==> config.mk <==
export PLATFORM = sky130hd
export DESIGN_NAME = writeback_buffer
export DESIGN_NICKNAME = d
export VERILOG_FILES = /design/src/rtl/writeback_buffer.sv
export SDC_FILE = /design/constraint.sdc
export NUM_CORES = 1
export LEC_CHECK = 0
export CAP_MARGIN = 30
export CORE_UTILIZATION = 37
export CTS_BUF_LIST = sky130_fd_sc_hd__clkbuf_4 sky130_fd_sc_hd__clkbuf_8
export DETAILED_ROUTE_END_ITERATION = 8
export PLACE_DENSITY_LB_ADDON = 0.08
export SYNTH_ARGS = -nofsm -noshare
export SYNTH_HDL_FRONTEND = slang
export SYNTH_SLANG_ARGS = --single-unit
==> constraint.sdc <==
create_clock -name clk -period 7.7 [get_ports clk]
set_input_delay 2.31 -clock clk [delete_from_list [all_inputs] [get_ports clk]]
set_output_delay 2.31 -clock clk [all_outputs]
set_load 0.005 [all_outputs]
==> src/rtl/writeback_buffer.sv <==
// Writeback buffer: queues ALU and load/mul results in acceptance order,
// drains one register-file write per cycle, and forwards pending results
// to two operand lookups.
module writeback_buffer #(
  parameter int unsigned DATA_W = 48,
  parameter int unsigned ADDR_W = 5,
  parameter int unsigned DEPTH  = 4
) (
  input  logic                       clk,
  input  logic                       reset,
  input  logic                       alu_valid,
  input  logic [ADDR_W-1:0]          alu_rd,
  input  logic [DATA_W-1:0]          alu_data,
  output logic                       alu_ready,
  input  logic                       mem_valid,
  input  logic [ADDR_W-1:0]          mem_rd,
  input  logic [DATA_W-1:0]          mem_data,
  output logic                       mem_ready,
  output logic                       rf_we,
  output logic [ADDR_W-1:0]          rf_rd,
  output logic [DATA_W-1:0]          rf_wd,
  input  logic [ADDR_W-1:0]          fwd1_addr,
  output logic                       fwd1_hit,
  output logic [DATA_W-1:0]          fwd1_data,
  input  logic [ADDR_W-1:0]          fwd2_addr,
  output logic                       fwd2_hit,
  output logic [DATA_W-1:0]          fwd2_data,
  output logic [$clog2(DEPTH):0]     count
);

  localparam int unsigned PW = $clog2(DEPTH);
  localparam int unsigned CW = PW + 1;

  typedef logic [PW-1:0] ptr_t;
  typedef logic [CW-1:0] cnt_t;

  logic [ADDR_W-1:0] rd_q   [DEPTH];
  logic [DATA_W-1:0] data_q [DEPTH];

  ptr_t head_q, head_d;
  ptr_t tail_q, tail_d;
  cnt_t count_q, count_d;

  logic alu_store, mem_store, draining;
  ptr_t alu_slot, mem_slot;

  logic [ADDR_W-1:0] fwd_addr [2];
  logic              fwd_hit  [2];
  logic [DATA_W-1:0] fwd_data [2];

  // Readiness looks only at the registered occupancy; mem needs room for
  // a simultaneous ALU entry ahead of it.
  assign alu_ready = (count_q <= cnt_t'(DEPTH - 1));
  assign mem_ready = (count_q <= cnt_t'(DEPTH - 2));
  assign draining  = (count_q != '0);

  // Enqueue slot allocation and pointer/occupancy next state.
  // rd=0 transfers are accepted but never occupy a slot; the ALU entry is
  // always placed ahead of a same-cycle mem entry.
  always_comb begin
    alu_store = alu_valid && alu_ready && (alu_rd != '0);
    mem_store = mem_valid && mem_ready && (mem_rd != '0);
    alu_slot  = tail_q;
    mem_slot  = alu_store ? tail_q + ptr_t'(1) : tail_q;
    tail_d    = tail_q + ptr_t'(alu_store) + ptr_t'(mem_store);
    head_d    = draining ? head_q + ptr_t'(1) : head_q;
    count_d   = count_q + cnt_t'(alu_store) + cnt_t'(mem_store) - cnt_t'(draining);
  end

  // Pointer and occupancy registers, cleared asynchronously.
  always_ff @(posedge clk or negedge reset) begin
    if (!reset) begin
      head_q  <= '0;
      tail_q  <= '0;
      count_q <= '0;
    end else begin
      head_q  <= head_d;
      tail_q  <= tail_d;
      count_q <= count_d;
    end
  end

  // Entry storage; contents are only meaningful inside the valid window.
  always_ff @(posedge clk) begin
    if (alu_store) begin
      rd_q[alu_slot]   <= alu_rd;
      data_q[alu_slot] <= alu_data;
    end
    if (mem_store) begin
      rd_q[mem_slot]   <= mem_rd;
      data_q[mem_slot] <= mem_data;
    end
  end

  assign count = count_q;
  assign rf_we = draining;
  assign rf_rd = draining ? rd_q[head_q]   : '0;
  assign rf_wd = draining ? data_q[head_q] : '0;

  assign fwd_addr[0] = fwd1_addr;
  assign fwd_addr[1] = fwd2_addr;

  // Forwarding search: walk oldest to newest so the newest match wins.
  always_comb begin
    ptr_t idx;
    idx = '0;
    for (int unsigned p = 0; p < 2; p++) begin
      fwd_hit[p]  = 1'b0;
      fwd_data[p] = '0;
      for (int unsigned i = 0; i < DEPTH; i++) begin
        idx = head_q + ptr_t'(i);
        if ((cnt_t'(i) < count_q) && (fwd_addr[p] != '0) && (rd_q[idx] == fwd_addr[p])) begin
          fwd_hit[p]  = 1'b1;
          fwd_data[p] = data_q[idx];
        end
      end
    end
  end

  assign fwd1_hit  = fwd_hit[0];
  assign fwd1_data = fwd_data[0];
  assign fwd2_hit  = fwd_hit[1];
  assign fwd2_data = fwd_data[1];

endmodule

Word level (Yosys, flattened, before mapping)

Memories as Yosys holds them, arrays and structs flattened.
Index checks and enable logic that the tools add are counted.

Add/subtract/negate cells: 9
$lt $le $gt $ge: 6
Eq/ne operators: 8
Mux-type cells: 23
Reductions and logical operators: 25

Operators by type and width:

| operator            | number |
|---|---|
| $mux 48             | 9 |
| $eq 5x5->1          | 8 |
| $logic_and 1x1->1   | 20 |
| $reduce_bool 5->1   | 4 |
| $mux 1              | 12 |
| $add 3x1->3         | 2 |
| $le 3x2->1 const B  | 2 |
| $lt 1x3->1 const A  | 2 |
| $lt 2x3->1 const A  | 2 |
| $mux 5              | 1 |
| $add 2x1->2         | 2 |
| $add 2x1->2 const B | 2 |
| $add 2x2->2 const B | 2 |
| $reduce_bool 3->1   | 1 |
| $sub 3x1->3         | 1 |
| $mux 2              | 1 |

Flip-flop bits (word level): 7
Bits in writable memories: 212
Input port bits: 120
Word-level logic and storage cells: 76
Memories: 2

Memories:

| name   | words | width | read ports | clocked after Yosys merged registers in | write ports | RTL line | RTL |
|---|---|---|---|---|---|---|---|
| data_q | 4     | 48    | 4          | 0                                       | 2           | 38       | `logic [DATA_W-1:0] data_q [DEPTH];` |
| rd_q   | 4     | 5     | 4          | 0                                       | 2           | 37       | `logic [ADDR_W-1:0] rd_q [DEPTH];` |

Depth between registers and ports, before layout

Gate-level depths: netlist (run 1).

Depth after elaboration: 7
Depth in mapped cells: 12
Gate-level depth less buffers: 9

Worst setup path before layout (run 1)

No wires, ideal clock.

Path type: input to output
Start: in fwd2_addr[1]
End: out fwd2_data[33]
Arrival time: 4.416 ns
Required time: 5.390 ns
Slack: 0.974 ns
Cell stages on the path: 9
Path buffers: 3
Cells stage by stage: clkbuf_1 nor4_1 a211oi_1 o22ai_1 or2_2 buf_2 clkbuf_1 a311oi_1 o31ai_1

Longest elaborated chain between the ends: 7
Elaborated cells on any way between the ends: 17
Those cells by class: eq/ne (4); mux (4); reduce/logical (9)

RTL lines:

| item                           | RTL line | RTL |
|---|---|---|
| start, declared                | 25       | `input logic [ADDR_W-1:0] fwd2_addr,` |
| $reduce_bool 5->1              | 112      | `if ((cnt_t'(i) < count_q) && (fwd_addr[p] != '0) && (rd_q[idx] == fwd_addr[p])) begin` |
| $logic_and 1x1->1 (2 in a row) | 112      |  |
| $mux 48 (3 in a row)           | 112      |  |
| $mux 48 (*)                    | 112      |  |
| end, declared                  | 27       | `output logic [DATA_W-1:0] fwd2_data,` |

Mark *: on every way between the ends. The rest lies on a longest branch, timed or not.

Worst setup path after layout (run 1)

Start: in fwd2_addr[3]
End: out fwd2_data[25]

The elaborated chain is that of the path after synthesis.

==> results.rst, run 1 <==
.. list-table::
   :header-rows: 1

   * - Metric
     - Value
   * - Post-detailed-route wirelength per cell
     - ~27 µm
   * - Unrepaired setup endpoints after global routing
     - yes
   * - Smallest setup slack after layout
     - 0.09654 ns
   * - Combined area of the multi-input logic cells
     - roughly 12000 µm²
   * - TritonCTS sink count
     - ~220
   * - Vertical die dimension
     - 228.3 µm
   * - Instance area at placement
     - about 23000 µm²
   * - TritonCTS clock tree
     - done
   * - Most Frequent Cell on Critical Path
     - sky130_fd_sc_hd__clkdlybuf4s50_1
   * - Fraction of final layout cells sized beyond drive strength 1
     - around a third
   * - Leakage component of the power
     - 7.983 nW
   * - IO buf count
     - between 200 and 300
   * - Number of levels the H-tree was split into
     - 2
   * - Number of buffers on the longest clock path
     - 3
   * - Startpoint class of the critical path
     - input port
   * - Initial Utilization
     - a little under two fifths
   * - Area of the mapped netlist
     - between 15000 and 20000 µm²
   * - Power Density
     - ~400 nW/µm²
   * - Arrival time of data at the critical path endpoint
     - roughly 5.3 ns
   * - Combined flip-flop and latch cell area
     - ~6500 µm²
   * - Cell-by-cell trace of the critical path
     - clkdlybuf4s50_1 > buf_4 > xor2_1 > nor2_1 > o211a_2 > a211oi_1 > a21oi_1 > clkdlybuf4s50_1
   * - Wire length of the first global-routing pass
     - between 90 and 100 mm
   * - Number of pins exceeding their max-slew limit in the final report
     - 0
   * - Boundary pin count
     - ~280
   * - Clock buffer count from CTS
     - 46
   * - Total of fill cells in the finished design
     - approximately 4500
   * - Crit. End Element
     - output pin
   * - Total half-perimeter wirelength after legalization and detailed placement
     - between 40 and 50 mm
   * - Most numerous cell types in the synthesized netlist
     - sky130_fd_sc_hd__mux2_2 (215), sky130_fd_sc_hd__edfxtp_1 (212), sky130_fd_sc_hd__mux4_2 (210)
   * - Wirelength, routed
     - 66.45 mm
   * - Worst stage delay on the critical path
     - ~0.64 ns
   * - Count of TritonRoute iterations in the first routing pass
     - 5
   * - CP max-delay cell
     - sky130_fd_sc_hd__o211a_2
   * - Result of the run
     - complete, no violations
   * - Total number of nets in the final design
     - 1892
   * - Number of violations of the max-capacitance limit
     - 0
   * - Via count of the first global-routing pass
     - 15165
   * - Required time at the endpoint of the critical path
     - ~5.4 ns
   * - Pre-CTS setup slack
     - about 0.15 ns
   * - Final instance area
     - approximately 24000 µm²
   * - Post-detailed-route via-to-cell ratio
     - about 6.3
   * - Cell chosen for the clock root
     - sky130_fd_sc_hd__clkbuf_8
   * - EDFF count, synth
     - approximately 210
   * - Warnings from Yosys
     - 0
   * - Top cell type's share of synthesized area
     - approximately a third
   * - Post-Route Utilization
     - a little under half
   * - Final GP Congestion
     - around 0.88
   * - Cell type contributing the most total cell area after synthesis
     - sky130_fd_sc_hd__edfxtp_1
   * - Number of vias after detailed routing
     - 15454
   * - Critical path start-end classification
     - in -> out
   * - Clock slew seen by the registers of the worst setup and hold paths
     - about 0.050 ns
   * - Post-Synthesis Cells
     - 1512
   * - Global-route usage over all layers
     - 24.78%
   * - Achievable clock frequency
     - 131.5 MHz
   * - Hold Violations, Final
     - 0
   * - Worst reg-to-reg setup slack
     - between 4 and 5 ns
   * - Period utilisation layout
     - 98.75%
   * - Layout-stage area growth over the synthesis result
     - 26.36%
   * - Dominant register cell in the synthesized netlist
     - sky130_fd_sc_hd__edfxtp_1
   * - Worst-case clock skew
     - 0.02091 ns
   * - DRT antenna net count
     - 0
   * - Worst-path maximum fanout
     - 13
   * - Synth top area cells
     - sky130_fd_sc_hd__edfxtp_1 (34%), sky130_fd_sc_hd__mux4_2 (25%), sky130_fd_sc_hd__mux2_2 (13%)
   * - Rows
     - a little over 80
   * - Overall die area
     - 52120 µm²
   * - Mean cell area of the mapped netlist
     - between 10 and 15 µm²
   * - Worst slew margin relative to its limit
     - between 30 and 40%
   * - Insertion delay to the later sink of the worst-skew pair
     - about 0.63 ns
   * - Slew at the pin closest to its max-slew limit
     - ~0.95 ns
   * - VDD IR max
     - approximately 0.26 mV
   * - Grt ovf
     - 0
   * - Number of synthesized register bits
     - 219
   * - Share of synthesized area occupied by flip-flops and latches
     - between 30% and 40%
   * - Initial antenna violation count
     - 11
   * - Class of the worst hold path
     - reg -> reg
   * - Initial DRC Count
     - about 1100
   * - Maximum number of pins on one net before global-route repair
     - approximately 120
   * - Count of final setup violators
     - 0
   * - Final hold slack
     - 0.6386 ns
   * - Period minus WS final
     - between 7 and 8 ns
   * - Proportion of synthesized flip-flops having asynchronous set or reset
     - roughly 3.2%
   * - Net count after synthesis
     - approximately 1600
   * - Core ar.
     - ~50000 µm²
   * - Total DRC errors in the routed layout
     - 0
   * - Die width
     - between 200 and 250 µm
   * - Count of different cell masters after synthesis
     - 56
   * - Most used standard cell by instance count after synthesis
     - sky130_fd_sc_hd__mux2_2
   * - Hold Path Cell Cnt
     - 1
   * - Register-to-Register Path Depth
     - 7
state kept, by name, indices dropped and copies added (netlist names):
name,cells
count,3
data_q,192
rd_q,20
alu_slot,2
head_q,2
final timing paths:
kind	start	endpoint
max in group asynchronous	reset	head_q[1]
min	alu_slot[1]	alu_slot[1]
max reg2reg	count[2]	data_q[2][14]
min in group asynchronous	reset	alu_slot[0]
min reg2reg	alu_slot[1]	alu_slot[1]
max	fwd2_addr[3]	fwd2_data[25]
power breakdown:
part	internal (mW)	switching (mW)
Sequential	1.76	0.387
Clock	0.741	0.560
Combinational	3.15	3.05
Total	5.65	4.00
area by class of cell:
cell class | instances | area share (%)
Antenna cell | 1 | 0.01045
Clock buffer | 66 | 3.402
Clock inverter | 17 | 0.5121
Inverter | 16 | 0.2508
Multi-Input combinational cell | 1121 | 49.33
Sequential cell | 219 | 27.35
Tap cell | 672 | 3.512
Timing Repair Buffer | 358 | 15.63
logic make-up after synthesis:
| logic type | share of synthesized area, % |
|---|---|
| mux | 40.69 |
| simple gates | 10.35 |
| compound gates | 7.692 |
| xor+xnor | 1.849 |
| fa+ha+maj | 0.7791 |
| buf+inv | 4.120 |
| flops | 34.52 |
per-layer routing:
layer,wire length (µm),track usage (%),vias to the layer above
met2,32120,41.12,708
li1,-,-,6675
met3,4995,4.741,122
met5,112,0,-
met1,27520,32.37,7931
met4,1712,8.662,18
layout by cell type (no fill, tap or decap), types with 5 or more instances in the layout:
cell,netlist,final
sky130_fd_sc_hd__buf_12,0,22
sky130_fd_sc_hd__mux2i_1,56,56
sky130_fd_sc_hd__nor3_1,16,15
sky130_fd_sc_hd__a311oi_1,40,40
sky130_fd_sc_hd__clkinv_2,0,5
sky130_fd_sc_hd__nor2b_1,53,53
sky130_fd_sc_hd__xor2_1,13,13
sky130_fd_sc_hd__buf_4,2,55
sky130_fd_sc_hd__o211ai_1,48,48
sky130_fd_sc_hd__mux4_2,210,210
sky130_fd_sc_hd__o31ai_1,48,48
sky130_fd_sc_hd__xnor2_1,27,24
sky130_fd_sc_hd__edfxtp_1,212,212
sky130_fd_sc_hd__clkdlybuf4s50_1,0,274
sky130_fd_sc_hd__nand4_1,38,38
sky130_fd_sc_hd__nand3_1,67,67
sky130_fd_sc_hd__a21oi_1,14,12
sky130_fd_sc_hd__a211oi_1,14,13
sky130_fd_sc_hd__or4_1,12,12
sky130_fd_sc_hd__clkbuf_4,0,15
sky130_fd_sc_hd__clkbuf_8,0,51
sky130_fd_sc_hd__nor2_1,84,83
sky130_fd_sc_hd__inv_1,15,15
sky130_fd_sc_hd__mux2_2,215,215
sky130_fd_sc_hd__clkinv_1,0,10
sky130_fd_sc_hd__dfrtp_1,7,5
sky130_fd_sc_hd__nand2_1,107,105
sky130_fd_sc_hd__ha_1,7,7
stage by stage:
stage / std cells / total power, mW / TNS [ns]
2_1_floorplan: 1512 / 5.866 / 0
6_report: 2470 / 9.648 / 0
3_3_place_gp: 2379 / 8.233 / 0
5_1_grt: 2470 / 10.15 / -0.01500
4_1_cts: 2468 / 9.667 / 0
3_5_place_dp: 2385 / 8.316 / 0
critical path: cells and delay by family:
family / cells / cell delay (ns)
buf+inv: 3 / 1.23
simple gates: 1 / 0.41
xor+xnor: 1 / 0.16
compound gates: 3 / 1.16
repair_timing:
item,in CTS,in global routing
endpoints found under the setup margin,0,21
resized for setup,0,5
buffers inserted,0,0
hold buffers,0,0
Power figures use the tool's default switching activity.
==> run 2: changes to the inputs <==
--- a/config.mk
+++ b/config.mk
@@ -5,11 +5,12 @@
 export SDC_FILE = /design/constraint.sdc
 export NUM_CORES = 1
 export LEC_CHECK = 0
-export CAP_MARGIN = 30
+export CORE_ASPECT_RATIO = 1.2
 export CORE_UTILIZATION = 37
 export CTS_BUF_LIST = sky130_fd_sc_hd__clkbuf_4 sky130_fd_sc_hd__clkbuf_8
 export DETAILED_ROUTE_END_ITERATION = 8
 export PLACE_DENSITY_LB_ADDON = 0.08
+export SKIP_LAST_GASP = 1
 export SYNTH_ARGS = -nofsm -noshare
 export SYNTH_HDL_FRONTEND = slang
 export SYNTH_SLANG_ARGS = --single-unit
==> results.rst, run 2 (synthesized netlist as in run 1, its figures left out) <==
.. list-table::
   :header-rows: 1

   * - Metric
     - Value
   * - Via count of the first global-routing pass
     - 15695 (+3.5%)
   * - Insertion delay to the later sink of the worst-skew pair
     - 0.60 ns (-0.03 ns)
   * - Number of vias after detailed routing
     - 15418 (-0.23%)
   * - Initial antenna violation count
     - 8 (-3)
   * - Final GP Congestion
     - 0.8816 (+0.24%)
   * - Switching power of the nets
     - 3.961 mW (-0.97%)
   * - Initial DRC Count
     - 1287 (+15%)
   * - Boundary pin count
     - 277 (unchanged)
   * - Total half-perimeter wirelength after legalization and detailed placement
     - 42.15 mm (-3.3%)
   * - Worst-case clock skew
     - 0.02065 ns (-0.0002597 ns)
   * - Worst slew margin relative to its limit
     - 22.82% (-14 points)
   * - Post-CTS sizing
     - 0 (unchanged)
   * - Class of the worst hold path
     - reg -> reg
   * - Vertical die dimension
     - 249.9 µm (+9.5%)
   * - DRT antenna net count
     - 0 (unchanged)
   * - Smallest setup slack after layout
     - 0.1082 ns (+0.01169 ns)
   * - Global-route usage over all layers
     - 25.46% (+0.68 points)
   * - Total DRC errors in the routed layout
     - 0 (unchanged)
   * - Count of TritonRoute iterations in the first routing pass
     - 6 (+1)
   * - Initial Utilization
     - 37.56% (-0.054 points)
   * - Cell chosen for the clock root
     - sky130_fd_sc_hd__clkbuf_8
   * - Leakage component of the power
     - 7.753 nW (-2.9%)
   * - Worst reg-to-reg setup slack
     - 4.30 ns (+0.14 ns)
   * - Number of levels the H-tree was split into
     - 2 (unchanged)
   * - VDD IR max
     - 0.4049 mV (+54%)
   * - Critical path start-end classification
     - in -> out
   * - Result of the run
     - complete, no violations
   * - Post-detailed-route wirelength per cell
     - 27.82 µm (+3.4%)
   * - Share of total power in the clock network
     - 12.7% (-0.8 points)
   * - Number of buffers on the longest clock path
     - 3 (unchanged)
   * - Biggest register
     - data_q
   * - Period utilisation layout
     - 98.59% (-0.15 points)
   * - Clock slew seen by the registers of the worst setup and hold paths
     - 0.06 ns (about the same)
   * - Number of violations of the max-capacitance limit
     - 0 (unchanged)
   * - Wirelength, routed
     - 67.32 mm (+1.3%)
   * - Number of pins exceeding their max-slew limit in the final report
     - 0 (unchanged)
   * - Fraction of final layout cells sized beyond drive strength 1
     - 33.03% (-0.97 points)
   * - Switching Share
     - 41.83% (+0.37 points)
   * - Internal Pwr Total
     - 5.508 mW (-2.5%)
   * - Combined area of the multi-input logic cells
     - 11790 µm² (-0.18%)
   * - Period minus WS final
     - 7.592 ns (-0.01169 ns)
   * - Total number of nets in the final design
     - 1869 (-1.2%)
   * - Post-Route Utilization
     - 46.65% (-0.88 points)
   * - TritonCTS clock tree
     - done
   * - Combinational fraction of design power
     - 64.4% (+0.2 points)
   * - Most common cell after layout, fill and taps aside
     - sky130_fd_sc_hd__clkdlybuf4s50_1
   * - Total of fill cells in the finished design
     - 4680 (+3.6%)
   * - Count of final setup violators
     - 0 (unchanged)
   * - Die width
     - 208.6 µm (-8.6%)
   * - TritonCTS sink count
     - 219 (unchanged)
   * - Rows
     - 90 (+9.8%)
   * - Number of buffers inserted by hold repair at cts
     - 0 (unchanged)
   * - Hold Violations, Final
     - 0 (unchanged)
   * - Combined flip-flop and latch cell area
     - 6549 µm² (unchanged)
   * - Grt ovf
     - 0 (unchanged)
   * - Sequential fraction of design power
     - 22.8% (+0.5 points)
   * - Startpoint class of the critical path
     - input port
   * - Clock buffer count from CTS
     - 41 (-11%)
   * - Most frequent cells in the layout
     - sky130_fd_sc_hd__clkdlybuf4s50_1 (276), sky130_fd_sc_hd__mux2_2 (215), sky130_fd_sc_hd__edfxtp_1 (212)
   * - Post-detailed-route via-to-cell ratio
     - 6.371 (+1.8%)
   * - Power Density
     - 402.4 nW/µm² (-0.14%)
   * - Arrival time of data at the critical path endpoint
     - 5.28 ns (about the same)
   * - Number of flip-flops under the largest register name
     - 192 (unchanged)
   * - Achievable clock frequency
     - 131.7 MHz (+0.15%)
   * - Overall die area
     - 52130 µm² (about the same)
   * - Slew at the pin closest to its max-slew limit
     - 1.158 ns (+0.2122 ns)
   * - Core ar.
     - 50450 µm² (+0.14%)
   * - Sum Neg Setup Slack
     - 0 ns (unchanged)
   * - Maximum number of pins on one net before global-route repair
     - 166 (+39%)
   * - Crit. End Element
     - output pin
   * - Wire length of the first global-routing pass
     - 99.08 mm (+2.1%)
   * - Layout-stage area growth over the synthesis result
     - 24.19%
   * - Worst-path maximum fanout
     - 29 (+16)
   * - Unrepaired setup endpoints after global routing
     - yes
   * - Pre-CTS setup slack
     - 0.1794 ns (+0.02861 ns)
   * - Required time at the endpoint of the critical path
     - 5.39 ns (about the same)
   * - IO buf count
     - 276 (unchanged)
[run 2: cell types whose count changed in the layout (fill, tap and decap cells not counted), sizes merged]
cell,before,now
buf,82,64
clkbuf,66,57
diode,1,5
clkdlybuf4s50,274,276
dlymetal6s2s,2,0
clkinv,15,16
clkinvlp,0,1
o211a,2,1
[run 2: per-layer routing]
layer  wire length (µm)  GRT usage [%]  vias up
li1                   -              -     6612
met1              26790          32.11     7942
met2              33180          42.90      700
met3               4769          4.668      156
met4               2536          10.55        8
met5                 51              0        -
[run 2: worst paths after layout]
| path | start | endpoint | cells after the start |
|---|---|---|---|
| worst max-delay path | fwd1_addr[1] | fwd1_data[42] | 9 |
| worst min-delay path | alu_slot[1] | alu_slot[1] | 1 |
| worst max register to register | count[2] | data_q[0][20] | 8 |
| worst min register to register | alu_slot[1] | alu_slot[1] | 1 |
| max in group asynchronous | reset | head_q[0] | 1 |
| min in group asynchronous | reset | count[1] | 1 |
[run 2: area by class of cell]
| cell class | count | share of cell area (%) |
|---|---|---|
| Multi-Input combinational cell | 1120 | 50.10 |
| Sequential cell | 219 | 27.83 |
| Timing Repair Buffer | 341 | 14.68 |
| Tap cell | 644 | 3.424 |
| Clock buffer | 56 | 3.036 |
| Clock inverter | 19 | 0.6167 |
| Inverter | 16 | 0.2552 |
| Antenna cell | 5 | 0.05317 |
[run 2: per-stage QoR]
| stage | hold slack [ns] | power, mW | instance area [µm²] | cells |
|---|---|---|---|---|
| global placement | 0.6094 | 8.216 | 22630 | 2338 |
| detailed placement | 0.6040 | 8.260 | 22630 | 2338 |
| finish | 0.6195 | 9.469 | 23530 | 2420 |
| floorplan | 0.5448 | 5.866 | 18950 | 1512 |
| CTS | 0.6267 | 9.512 | 23490 | 2413 |
| global route | 0.6774 | 9.979 | 23530 | 2419 |
[run 2: timing repair]
| action | 4_1_cts | 5_1_grt |
|---|---|---|
| buffers inserted | 0 | 1 |
| hold endpoints to repair | 0 | 0 |
| endpoints found under the setup margin | 0 | 3 |
[run 2: power by group through the flow]
| stage | Clock [mW] | Combinational [mW] | Sequential [mW] |
|---|---|---|---|
| 2_1_floorplan | 0 | 3.90 | 1.96 |
| 3_3_place_gp | 0 | 6.06 | 2.15 |
| 3_5_place_dp | 0 | 6.08 | 2.18 |
| 4_1_cts | 1.23 | 6.12 | 2.16 |
| 5_1_grt | 1.27 | 6.48 | 2.22 |
| 6_report | 1.20 | 6.10 | 2.16 |
[run 2: worst max-delay path, stage by stage]
cell and delay (ns):
sky130_fd_sc_hd__clkdlybuf4s50_1 0.54, sky130_fd_sc_hd__nor3_1 0.39, sky130_fd_sc_hd__a211o_1 0.19, sky130_fd_sc_hd__a211o_1 0.18, sky130_fd_sc_hd__or2_4 0.24, sky130_fd_sc_hd__buf_4 0.47
sky130_fd_sc_hd__nand3_1 0.15, sky130_fd_sc_hd__o211ai_1 0.23, sky130_fd_sc_hd__clkdlybuf4s50_1 0.58
